--- src/rtl/verilator_uart_tx_if.sv ---
// Byte handshake between the host-side stimulus and the UART transmitter.
// Latency: none, plain wires.
// Backpressure: the slave holds data_ready_o low when it cannot take a byte.
interface verilator_uart_tx_if;
  logic       data_valid_i;
  logic [7:0] data_i;
  logic       data_ready_o;

  modport master (
    output data_valid_i,
    output data_i,
    input  data_ready_o
  );

  modport slave (
    input  data_valid_i,
    input  data_i,
    output data_ready_o
  );
endinterface

--- src/rtl/verilator_uart_tx.sv ---
// Simulation UART transmitter: FIFO-buffered bytes serialized as 8N1/8N2, LSB first.
// Latency: byte accepted at edge E0 into an idle, empty block drives the start bit at E1.
// Backpressure: data_ready_o drops while the FIFO holds FifoDepth bytes; set by registered state only.
module verilator_uart_tx #(
  parameter int BaudPeriodCycles = 1736,
  parameter int FifoDepth        = 16,
  parameter int StopBits         = 1
) (
  input  logic                             clk_i,
  input  logic                             rst_ni,
  verilator_uart_tx_if.slave               bus,
  output logic                             uart_tx_o,
  output logic                             busy_o,
  output logic [$clog2(FifoDepth+1)-1:0]   fifo_usage_o
);

  localparam int BaudW  = $clog2(BaudPeriodCycles);
  localparam int PtrW   = $clog2(FifoDepth);
  localparam int UsageW = $clog2(FifoDepth + 1);

  localparam logic [BaudW-1:0]  BaudLast  = BaudW'(BaudPeriodCycles - 1);
  localparam logic [UsageW-1:0] UsageFull = UsageW'(FifoDepth);
  localparam logic [2:0]        StopLast  = 3'(StopBits - 1);

  // Parameter sanity, caught at elaboration.
  if (BaudPeriodCycles < 2) begin : gen_chk_baud
    $error("BaudPeriodCycles must be >= 2");
  end
  if (StopBits != 1 && StopBits != 2) begin : gen_chk_stop
    $error("StopBits must be 1 or 2");
  end
  if (FifoDepth < 2 || (FifoDepth & (FifoDepth - 1)) != 0) begin : gen_chk_depth
    $error("FifoDepth must be a power of two >= 2");
  end

  typedef enum logic [1:0] {
    ST_IDLE  = 2'd0,
    ST_START = 2'd1,
    ST_DATA  = 2'd2,
    ST_STOP  = 2'd3
  } state_e;

  // FIFO storage and bookkeeping.
  logic [7:0]        mem [FifoDepth];
  logic [PtrW-1:0]   wr_ptr_q;
  logic [PtrW-1:0]   rd_ptr_q;
  logic [UsageW-1:0] usage_q;
  logic              ready;
  logic              push;
  logic              pop;
  logic              fifo_nonempty;
  logic [7:0]        head_dat;

  // Serializer state.
  state_e            state_q, state_d;
  logic [BaudW-1:0]  baud_cnt_q, baud_cnt_d;
  logic [2:0]        bit_cnt_q, bit_cnt_d;
  logic [7:0]        shift_q, shift_d;
  logic              tx_q, tx_d;
  logic              baud_end;

  // Ready depends only on reset and the registered fill level; a full FIFO refuses
  // a push even when a pop happens on the same edge.
  assign ready            = rst_ni && (usage_q != UsageFull);
  assign bus.data_ready_o = ready;
  assign push             = bus.data_valid_i && ready;
  assign fifo_nonempty    = (usage_q != '0);
  assign head_dat         = mem[rd_ptr_q];
  assign baud_end         = (baud_cnt_q == BaudLast);

  // Byte storage; contents need no reset because the pointers define validity.
  always_ff @(posedge clk_i) begin
    if (push) begin
      mem[wr_ptr_q] <= bus.data_i;
    end
  end

  // FIFO pointers and fill level; pointers wrap naturally at FifoDepth.
  always_ff @(posedge clk_i) begin
    if (!rst_ni) begin
      wr_ptr_q <= '0;
      rd_ptr_q <= '0;
      usage_q  <= '0;
    end else begin
      if (push) wr_ptr_q <= wr_ptr_q + 1'b1;
      if (pop)  rd_ptr_q <= rd_ptr_q + 1'b1;
      usage_q <= usage_q + UsageW'(push) - UsageW'(pop);
    end
  end

  // Serializer state register; reset abandons any frame and returns the line high.
  always_ff @(posedge clk_i) begin
    if (!rst_ni) begin
      state_q    <= ST_IDLE;
      baud_cnt_q <= '0;
      bit_cnt_q  <= '0;
      shift_q    <= '0;
      tx_q       <= 1'b1;
    end else begin
      state_q    <= state_d;
      baud_cnt_q <= baud_cnt_d;
      bit_cnt_q  <= bit_cnt_d;
      shift_q    <= shift_d;
      tx_q       <= tx_d;
    end
  end

  // Next-state logic: each line level is held for one full baud period; the end of the
  // stop period chains straight into the next start bit when a byte is waiting.
  always_comb begin
    state_d    = state_q;
    baud_cnt_d = baud_cnt_q;
    bit_cnt_d  = bit_cnt_q;
    shift_d    = shift_q;
    tx_d       = tx_q;
    pop        = 1'b0;
    unique case (state_q)
      ST_IDLE: begin
        tx_d = 1'b1;
        if (fifo_nonempty) begin
          pop        = 1'b1;
          shift_d    = head_dat;
          tx_d       = 1'b0;
          baud_cnt_d = '0;
          bit_cnt_d  = '0;
          state_d    = ST_START;
        end
      end
      ST_START: begin
        if (baud_end) begin
          baud_cnt_d = '0;
          bit_cnt_d  = '0;
          tx_d       = shift_q[0];
          shift_d    = {1'b0, shift_q[7:1]};
          state_d    = ST_DATA;
        end else begin
          baud_cnt_d = baud_cnt_q + 1'b1;
        end
      end
      ST_DATA: begin
        if (baud_end) begin
          baud_cnt_d = '0;
          if (bit_cnt_q == 3'd7) begin
            bit_cnt_d = '0;
            tx_d      = 1'b1;
            state_d   = ST_STOP;
          end else begin
            bit_cnt_d = bit_cnt_q + 1'b1;
            tx_d      = shift_q[0];
            shift_d   = {1'b0, shift_q[7:1]};
          end
        end else begin
          baud_cnt_d = baud_cnt_q + 1'b1;
        end
      end
      ST_STOP: begin
        if (baud_end) begin
          baud_cnt_d = '0;
          if (bit_cnt_q == StopLast) begin
            bit_cnt_d = '0;
            if (fifo_nonempty) begin
              pop     = 1'b1;
              shift_d = head_dat;
              tx_d    = 1'b0;
              state_d = ST_START;
            end else begin
              tx_d    = 1'b1;
              state_d = ST_IDLE;
            end
          end else begin
            bit_cnt_d = bit_cnt_q + 1'b1;
          end
        end else begin
          baud_cnt_d = baud_cnt_q + 1'b1;
        end
      end
      default: begin
        state_d = ST_IDLE;
        tx_d    = 1'b1;
      end
    endcase
  end

  assign uart_tx_o    = tx_q;
  assign busy_o       = (state_q != ST_IDLE) || fifo_nonempty;
  assign fifo_usage_o = usage_q;

  // The serial line must always be a known level once out of reset.
  a_tx_known: assert property (@(posedge clk_i) disable iff (!rst_ni) !$isunknown(uart_tx_o));

endmodule

--- src/flat_wrapper.sv ---
// flat-port wrapper written by rule: the top's interface ports become plain ports
module verilator_uart_tx_flat 
#(
  parameter int BaudPeriodCycles = 1736,
  parameter int FifoDepth        = 16,
  parameter int StopBits         = 1
)
  (clk_i, rst_ni, uart_tx_o, busy_o, fifo_usage_o, bus_data_valid_i, bus_data_i, bus_data_ready_o);
  verilator_uart_tx_if bus_i ();
  input  logic clk_i;
  input  logic rst_ni;
  output logic uart_tx_o;
  output logic busy_o;
  output logic [$clog2(FifoDepth+1)-1:0] fifo_usage_o;
  input wire logic [$bits(bus_i.data_valid_i)-1:0] bus_data_valid_i;
  input wire logic [$bits(bus_i.data_i)-1:0] bus_data_i;
  output wire logic [$bits(bus_i.data_ready_o)-1:0] bus_data_ready_o;
  assign bus_i.data_valid_i = bus_data_valid_i;
  assign bus_i.data_i = bus_data_i;
  assign bus_data_ready_o = bus_i.data_ready_o;
  verilator_uart_tx #(.BaudPeriodCycles(BaudPeriodCycles), .FifoDepth(FifoDepth), .StopBits(StopBits)) u_core (.clk_i(clk_i), .rst_ni(rst_ni), .bus(bus_i), .uart_tx_o(uart_tx_o), .busy_o(busy_o), .fifo_usage_o(fifo_usage_o));
endmodule
--- config.mk ---
export PLATFORM = sky130hd
export DESIGN_NAME = verilator_uart_tx_flat
export DESIGN_NICKNAME = d
export VERILOG_FILES = /design/src/rtl/verilator_uart_tx_if.sv /design/src/rtl/verilator_uart_tx.sv /design/src/flat_wrapper.sv
export SDC_FILE = /design/constraint.sdc
export NUM_CORES = 1
export LEC_CHECK = 0
export BUFFER_PORTS_ARGS = -buffer_cell sky130_fd_sc_hd__buf_2
export CELL_PAD_IN_SITES_DETAIL_PLACEMENT = 0
export CELL_PAD_IN_SITES_GLOBAL_PLACEMENT = 2
export CORE_MARGIN = 3
export CORE_UTILIZATION = 49
export DETAILED_ROUTE_END_ITERATION = 10
export GPL_TIMING_DRIVEN = 0
export PLACE_DENSITY = 0.89
export SYNTH_ARGS = -nofsm -noshare
export SYNTH_HDL_FRONTEND = slang
export SYNTH_SLANG_ARGS = --single-unit
--- constraint.sdc ---
create_clock -name clk_i -period 7 [get_ports clk_i]
set_clock_uncertainty 0.2 [all_clocks]
set_input_delay 0.35 -clock clk_i [delete_from_list [all_inputs] [get_ports clk_i]]
set_output_delay 0.35 -clock clk_i [all_outputs]
set_load 0.03 [all_outputs]
==> impl_metrics.json, run 1 <==
{
  "synth_top_area_share_pct": 54.2,
  "drt-pass1-iter-count": 5,
  "max_freq_mhz": 284,
  "arrival_ps": 3360,
  "startpoint": "rst_ni",
  "r2r_start": "u_core.baud_cnt_q[0]$_SDFFE_PN0P_",
  "fp.dieH_um": 126,
  "status": "finished clean",
  "reg2reg_slack_ps": 3530,
  "synthFlopType": "edfxtp_1",
  "cts_tree": "built",
  "io_buffers": 18,
  "wirelength_mm": 14.7,
  "totalNegativeSetupSlack_ps": 0,
  "hold_viol_final": 0,
  "design_area_sq_um": 8030,
  "gp_congestion": 0.857,
  "rows": 43,
  "grt_max_degree": 17,
  "drt_iter0_drc": 390,
  "slew_violations": 0,
  "ys_seq_area_share_pct": 66.0,
  "r2r-end": "u_core.fifo_usage_o[4]$_SDFF_PN0_",
  "critical_path.endpoint": "u_core.mem[0][1]$_DFFE_PP_",
  "start_util_pct": 50.5,
  "synthCells": 489,
  "synth_top_area_cell": "edfxtp_1",
  "synth_edf_count": 128,
  "grt_pass1_wl_mm": 23.1,
  "clk_path_buf_depth": 2,
  "async_reset_ff_share_pct": 0,
  "grt_pass1_vias": 4044,
  "peakVddDrop_mv": 0.223,
  "ios": 19,
  "clockRootBuffer": "clkbuf_16",
  "synth_cell_types": 54,
  "cts_resized": 0,
  "dp_hpwl_mm": 9.98,
  "r2r_cells": 14,
  "numCtsBuffers": 17,
  "vias": 4234,
  "yosysWarnings": 0,
  "met2_length_mm": 7.01,
  "synthTopCellsByArea": "edfxtp_1 54%, dfxtp_1 12%, mux4_2 6.7%",
  "hold_class": "in -> reg",
  "startpoint_type": "input port",
  "viasPerCell": 5.87,
  "maxCapViolCount": 0,
  "antenna_cells": 0,
  "grt-ovfl-total": 0,
  "min_period_over_period_pct": 50.3,
  "grt.total_usage_pct": 19.5,
  "postRouteAntennaNets": 0,
  "setup_viol": 0,
  "highest_layer": "met4",
  "p_per_area_nw_per_um2": 361,
  "crit_fanout": 9,
  "clkSinkCount": 170,
  "yosysMostFrequentCell": "edfxtp_1",
  "place_area_sq_um": 7410,
  "path_class": "in -> reg",
  "wl_per_cell_um": 20.4,
  "avgSynthCellArea_sq_um": 14.5,
  "drt-met1-wl_mm": 6.77,
  "grt_antenna_before_repair": 0,
  "coreArea_sq_um": 14000,
  "clock_latency_ps": 440,
  "crit_path_end_kind": "register",
  "ctsHtreeMaxLevel": 4,
  "utilization_pct": 57.2,
  "ys_ff_latch": 170,
  "synth_nets": 520,
  "met3_wirelength_um": 675,
  "die_x_um": 126,
  "synth_area_sq_um": 7090,
  "cp.required_ps": 6840,
  "rsz0062_at_grt": "false",
  "drc_errors": 0,
  "finalNonFillerCells": 721,
  "power_leakage_uw": 0.00271,
  "tightest_slew_ps": 1220,
  "slew_headroom_pct": 17.8,
  "drive_gt1_share_pct": 15.2,
  "clkTransAtPathRegs_ps": 60,
  "area_delta_synth_final_pct": 13.2,
  "place_inst": 687,
  "dieArea_sq_um": 16000,
  "synth_common_cells": "128 x edfxtp_1, 42 x dfxtp_1, 42 x nor2_1",
  "final_nets": 559,
  "fin_crit_ps": 3520
}
==> critical path, cell delays in order <==
cell           delay [ps]
dlygate4sd3_1         520
buf_2                 220
clkinv_1              290
a311oi_2              680
nand2_1               300
nor3_1                990
==> sequential cells by signal, summed over array words and instances, names as in the netlist, named ones only <==
signal and flops:
u_core.mem 128, u_core.bit_cnt_q 3, u_core.fifo_usage_o 5, u_core.baud_cnt_q 11
u_core.state_q 2, u_core.shift_q 8, u_core.uart_tx_o 1, u_core.rd_ptr_q 4
u_core.wr_ptr_q 4
==> power breakdown <==
group	total (uW)	switching (uW)	internal, uW
logic	750	453	298
clock network	955	389	566
registers	1200	47.4	1150
total	2900	889	2010
==> logic make-up (layout without fill, tap and decap cells) <==
group / count (synthesis) / in the layout / synth area share (%)
AO/OA/AOI/OAI: 95 / 95 / 9.31
adder cells (fa/ha/maj): 20 / 20 / 3.63
XOR/XNOR: 7 / 7 / 0.864
flip-flops: 170 / 170 / 66.0
multiplexers: 47 / 47 / 10.4
AND/OR/NAND/NOR: 112 / 112 / 7.71
buffers and inverters: 38 / 90 / 2.08
==> layout make-up <==
cell class | count | area, sq um
multi-input combinational | 281 | 2270
sequential | 170 | 4680
fill | 1129 | 6010
timing repair buffer | 20 | 105
clock buffer | 20 | 437
inverter | 19 | 71.3
buffer | 19 | 76.3
tap | 180 | 225
clock inverter | 12 | 163
==> worst min-delay path by stage <==
stage                                           to                           start  cells past startpoint  slack [ps]
floorplan            u_core.uart_tx_o$_SDFFE_PN1P_                          rst_ni                      1         210
finish                  u_core.mem[5][5]$_DFFE_PP_                   bus_data_i[5]                      1         100
global route            u_core.mem[5][5]$_DFFE_PP_                   bus_data_i[5]                      1         100
detailed placement  u_core.shift_q[7]$_SDFFE_PN0P_  u_core.shift_q[7]$_SDFFE_PN0P_                      1         250
CTS                     u_core.mem[5][5]$_DFFE_PP_                   bus_data_i[5]                      1          90
global placement    u_core.shift_q[7]$_SDFFE_PN0P_  u_core.shift_q[7]$_SDFFE_PN0P_                      1         250
==> metal layers <==
layer	GRT usage [%]	vias up
li1	-	1975
met1	28.0	2152
met3	4.59	17
met5	0	-
met4	6.56	0
met2	29.5	90
==> placed cells by master, fill, tap and decap left out, types with 9 or more instances in the layout <==
cell type,n
mux4_2,21
o21ai_0,19
a21oi_1,28
edfxtp_1,128
nor2_1,42
mux2i_1,25
a221oi_1,11
clkbuf_1,17
nor3_1,12
dfxtp_1,42
inv_1,18
ha_1,19
a22oi_1,9
buf_2,23
clkbuf_16,17
nand2_1,21
==> what timing repair did <==
item / 4_1_cts / 5_1_grt
hold buffers: 1 / 0
setup buffers: 0 / 0
hold endpoints to repair: 1 / 0
==> through the flow <==
stage	worst slack [ps]	hold WS [ps]	power, uW
finish	3480	101	2900
global route	3230	104	3040
CTS	3120	87.0	2910
detailed placement	3160	253	1960
global placement	3150	254	1950
floorplan	3790	212	1760
(Power assumes the default switching activity.)
==> run 2: changes to the inputs <==
- ABC_AREA: default -> 1
- CORE_UTILIZATION: 49 -> 40
- PLACE_DENSITY: 0.89 -> 0.84
- clock period: 7 -> 3.4 ns (I/O delays scaled with it)
==> run 2 against run 1 <==
Compared with the run above:
- worst setup slack got worse by 3100 ps
- worst hold slack improved by 170 ps
- final area increased by 10%
- flip-flop and latch count unchanged
- sequential power increased by 100%
- critical path type is now reg -> reg
- largest cell class unchanged
- largest power group unchanged
==> impl_metrics.json, run 2 <==
{
  "status": "finished clean",
  "place_area_sq_um": 8150,
  "grt_pass1_wl_mm": 30.1,
  "synth_top_area_share_pct": 49.7,
  "r2r_cells": 13,
  "min_period_over_period_pct": 88.3,
  "synth_edf_count": 128,
  "grt_antenna_before_repair": 0,
  "finalNonFillerCells": 1138,
  "synth_nets": 849,
  "clock_latency_ps": 430,
  "synthFlopType": "edfxtp_1",
  "layout_common_cells": "239 x nand2_1, 128 x edfxtp_1, 98 x nand3_1",
  "clk_path_buf_depth": 2,
  "synth_cell_types": 36,
  "max_freq_mhz": 333,
  "top_register": "u_core.mem",
  "ys_seq_area_share_pct": 60.6,
  "crit_fanout": 7,
  "arrival_ps": 3170,
  "peakVddDrop_mv": 0.546,
  "cts_tree": "built",
  "dieArea_sq_um": 21000,
  "drt-pass1-iter-count": 6,
  "viasPerCell": 4.99,
  "min_path_cells": 2,
  "path_class": "reg -> reg",
  "drt_iter0_drc": 511,
  "maxCapViolCount": 0,
  "numCtsBuffers": 17,
  "worst_slack_ps": 396,
  "yosysWarnings": 0,
  "async_reset_ff_share_pct": 0,
  "synthCells": 818,
  "slew_headroom_pct": 30.0,
  "totalNegativeSetupSlack_ps": 0,
  "io_buffers": 18,
  "drc_errors": 0,
  "area_delta_synth_final_pct": 14.1,
  "antenna_cells": 0,
  "drive_gt1_share_pct": 11.7,
  "fin_crit_ps": 3000,
  "dp_slack_ps": 368,
  "largestRegisters": "u_core.mem x128, u_core.baud_cnt_q x11, u_core.shift_q x8",
  "layout_commonest_cell": "nand2_1",
  "final_nets": 896,
  "finalPower_uw": 6510,
  "dp_hpwl_mm": 13.4,
  "die_x_um": 145,
  "ios": 19,
  "crit_path_end_kind": "register",
  "vias": 5677,
  "startpoint_type": "register",
  "cp.required_ps": 3570,
  "rows": 50,
  "gp_congestion": 0.828,
  "grt_pass1_vias": 5382,
  "hold_class": "reg -> reg",
  "synth_top_area_cell": "edfxtp_1",
  "clkSinkCount": 170,
  "clkTransAtPathRegs_ps": 60,
  "tightest_slew_ps": 1050,
  "wirelength_mm": 19.5,
  "synth_area_sq_um": 7740,
  "hold_viol_final": 0,
  "postRouteAntennaNets": 0,
  "wl_per_cell_um": 17.1,
  "power_leakage_uw": 0.00360,
  "clockRootBuffer": "clkbuf_16",
  "fill_cells": 1791,
  "rsz0062_at_grt": "false",
  "design_area_sq_um": 8830,
  "grt_max_degree": 17,
  "yosysMostFrequentCell": "nand2_1",
  "synth_common_cells": "239 x nand2_1, 128 x edfxtp_1, 98 x nand3_1",
  "ys_ff_latch": 170,
  "slew_violations": 0,
  "coreArea_sq_um": 18800,
  "largest_register_ffs": 128,
  "p_per_area_nw_per_um2": 737,
  "synthTopCellsByArea": "edfxtp_1 50%, nand2_1 12%, dfxtp_1 11%",
  "ctsHtreeMaxLevel": 4,
  "fp.dieH_um": 145,
  "avgSynthCellArea_sq_um": 9.46,
  "place_inst": 1096,
  "start_util_pct": 41.1,
  "grt.total_usage_pct": 18.8,
  "grt-ovfl-total": 0,
  "setup_viol": 0
}
[run 2: repair_timing]
item	in CTS	in global routing
setup endpoints to repair	0	0
buffers inserted	0	0
hold buffers	9	1
gates resized for setup	0	0
hold endpoints to repair	111	1
[run 2: critical path, stage by stage, from the launching register on]
cell and delay [ps]:
dfxtp_1 360, inv_1 70, ha_1 230, nand3_1 160, nand2_1 120, o21ai_2 320, nand3_1 190, nand2_1 120
ha_1 170, inv_1 60, fa_1 400, o31ai_1 300, o21ai_0 110, a21oi_1 110
[run 2: final timing paths]
kind                                                        start                                 to  slack, ps
worst max register to register  u_core.fifo_usage_o[2]$_SDFF_PN0_  u_core.fifo_usage_o[4]$_SDFF_PN0_        400
worst min register to register     u_core.shift_q[1]$_SDFFE_PN0P_     u_core.shift_q[1]$_SDFFE_PN0P_        270
worst max-delay path            u_core.fifo_usage_o[2]$_SDFF_PN0_  u_core.fifo_usage_o[4]$_SDFF_PN0_        400
worst min-delay path               u_core.shift_q[1]$_SDFFE_PN0P_     u_core.shift_q[1]$_SDFFE_PN0P_        270
[run 2: through the flow]
| step | hold WS (ps) | util [%] |
|---|---|---|
| 2_1_floorplan | 68.9 | - |
| 3_3_place_gp | 254 | 43.3 |
| 3_5_place_dp | 262 | 43.3 |
| 4_1_cts | 1.76 | 46.8 |
| 5_1_grt | 300 | 46.9 |
| 6_report | 270 | 46.9 |
[run 2: final cells by class]
| cell class | instances | area (sq um) | area share (%) |
|---|---|---|---|
| Sequential cell | 170 | 4680 | 53.1 |
| Inverter | 104 | 390 | 4.42 |
| Buffer | 32 | 194 | 2.20 |
| Clock buffer | 18 | 429 | 4.86 |
| Multi-Input combinational cell | 512 | 2470 | 28.0 |
| Timing Repair Buffer | 28 | 190 | 2.15 |
| Clock inverter | 14 | 146 | 1.66 |
| Tap cell | 260 | 325 | 3.69 |
[run 2: cell families after synthesis]
group,synth area share (%)
AO/OA/AOI/OAI,5.34
adder cells (fa/ha/maj),3.33
flip-flops,60.6
XOR/XNOR,0.340
AND/OR/NAND/NOR,22.9
buffers and inverters,7.55
[run 2: where the power goes]
part | internal, uW | total [uW] | switching (uW)
registers | 2360 | 2440 | 82.5
clock network | 1080 | 1910 | 821
logic | 697 | 2160 | 1470
[run 2: metal layers]
layer / routed length, um / vias to the layer above / track usage (%)
met2: 9020 / 177 / 29.4
met3: 1040 / 21 / 3.84
met1: 9040 / 2702 / 26.6
met5: 0 / - / 0
li1: - / 2777 / -
met4: 385 / 0 / 5.79
==> run 3: changes to the inputs <==
- GPL_TIMING_DRIVEN: 0 -> default
==> run 3 against run 2 <==
Compared with the run above:
- sequential share of layout area grew 0.44 points
- worst hold slack lost 4.2 ps
- clock power shrank 5%
- die area is the same
- critical path type unchanged
==> impl_metrics.json, run 3 (same netlist as run 2, synthesis figures left out) <==
{
  "clk_path_buf_depth": 2,
  "drt_iter0_drc": 328,
  "tightest_slew_ps": 913,
  "totalNegativeSetupSlack_ps": 0,
  "coreArea_sq_um": 18800,
  "utilization_pct": 46.5,
  "cp_cell_sequence": "inv_1 > ha_1 > nand3_1 > nand2_1 > o21ai_2 > nand3_1 > nand2_1 > ha_1 > inv_1 > fa_1 > o31ai_1 > o21ai_0 > a21oi_1",
  "setup_viol": 0,
  "antenna_cells": 0,
  "dp_hpwl_mm": 11.3,
  "fill_cells": 1793,
  "power.internal_uw": 3970,
  "ctsHtreeMaxLevel": 4,
  "hold_buffers": 10,
  "cts_tree": "built",
  "dieArea_sq_um": 21000,
  "cts_setup_buffers": 0,
  "peakVddDrop_mv": 0.366,
  "whs_ps": 266,
  "clockRootBuffer": "clkbuf_16",
  "io_buffers": 18,
  "rows": 50,
  "layout_common_cells": "239 x nand2_1, 128 x edfxtp_1, 98 x nand3_1",
  "grt_antenna_before_repair": 0,
  "slew_headroom_pct": 38.7,
  "max_freq_mhz": 341,
  "gp_congestion": 0.778,
  "cts_resized": 0,
  "drt-pass1-iter-count": 5,
  "clockPowerShare_pct": 29.3,
  "hold_class": "reg -> reg",
  "startpoint_type": "register",
  "drc_errors": 0,
  "maxCapViolCount": 0,
  "final_nets": 882,
  "p_switching_uw": 2230,
  "p_seq_share_pct": 39.4,
  "cp.required_ps": 3550,
  "grt_pass1_wl_mm": 28.5,
  "wl_per_cell_um": 15.6,
  "postRouteAntennaNets": 0,
  "clkTransAtPathRegs_ps": 60,
  "clkSinkCount": 170,
  "hold_viol_final": 0,
  "min_period_over_period_pct": 86.3,
  "arrival_ps": 3080,
  "drive_gt1_share_pct": 11.0,
  "numCtsBuffers": 17,
  "critical-path-max-stage-delay_ps": 400,
  "fp.dieH_um": 145,
  "crit_fanout": 7,
  "status": "finished clean",
  "p_per_area_nw_per_um2": 709,
  "clock_latency_ps": 420,
  "die_x_um": 145,
  "vias": 5471,
  "grt_pass1_vias": 5492,
  "path_class": "reg -> reg",
  "top_register": "u_core.mem",
  "viasPerCell": 4.87,
  "grt.total_usage_pct": 17.2,
  "netSwitchingFraction_pct": 36.0,
  "largest_register_ffs": 128,
  "layout_commonest_cell": "nand2_1",
  "rsz0062_at_grt": "false",
  "wirelength_mm": 17.6,
  "grt-ovfl-total": 0,
  "power_leakage_uw": 0.00355,
  "slew_violations": 0,
  "largestRegisters": "u_core.mem x128, u_core.baud_cnt_q x11, u_core.shift_q x8",
  "p_comb_share_pct": 31.3,
  "start_util_pct": 41.1,
  "grt_max_degree": 66,
  "fin_crit_ps": 2930,
  "slowest_stage": "fa_1",
  "ios": 19,
  "crit_path_end_kind": "register",
  "area_delta_synth_final_pct": 13.2
}
[run 3: stage by stage]
step	worst slack, ps	cell area, sq um	instances	power, uW
after global routing	234	8760	1123	6640
after floorplan	579	7740	818	4000
final	467	8760	1123	6210
after global placement	561	8110	1082	4410
after CTS	435	8760	1123	6270
after detailed placement	454	8110	1082	4440
[run 3: worst max-delay path, delay by kind of cell (launching register included)]
family                   cells  cell delay, ps
AO/OA/AOI/OAI                4             810
adder cells (fa/ha/maj)      3             790
buffers and inverters        2             130
flip-flops                   1             360
AND/OR/NAND/NOR              4             560
[run 3: path summary, 6_finish.rpt]
kind / start / endpoint / slack (ps) / cells after the start
max reg2reg: u_core.fifo_usage_o[2]$_SDFF_PN0_ / u_core.fifo_usage_o[4]$_SDFF_PN0_ / 470 / 13
min reg2reg: u_core.shift_q[0]$_SDFFE_PN0P_ / u_core.shift_q[0]$_SDFFE_PN0P_ / 270 / 2
max: u_core.fifo_usage_o[2]$_SDFF_PN0_ / u_core.fifo_usage_o[4]$_SDFF_PN0_ / 470 / 13
min: u_core.shift_q[0]$_SDFFE_PN0P_ / u_core.shift_q[0]$_SDFFE_PN0P_ / 270 / 2
[run 3: power by group through the flow]
stage	Combinational, uW	Clock, uW	Sequential [uW]
2_1_floorplan	1480	0	2520
6_report	1940	1820	2450
4_1_cts	1970	1850	2450
3_3_place_gp	1930	0	2480
3_5_place_dp	1950	0	2490
5_1_grt	2230	1950	2460
[run 3: final cells by class]
type / instances / area (sq um) / area share, %
flip-flops and latches: 170 / 4690 / 53.5
multi-input cells: 512 / 2470 / 28.2
clock buffers: 18 / 429 / 4.90
inverters: 104 / 390 / 4.46
repair buffers: 46 / 338 / 3.86
well taps: 260 / 325 / 3.71
clock inverters: 13 / 121 / 1.39
[run 3: layer usage]
layer	share of wire, %	vias up	global-route usage (%)
li1	-	2745	-
met1	47	2606	23.4
met2	47	102	28.2
met3	4.1	18	3.09
met4	1.7	0	5.94
met5	0	-	0
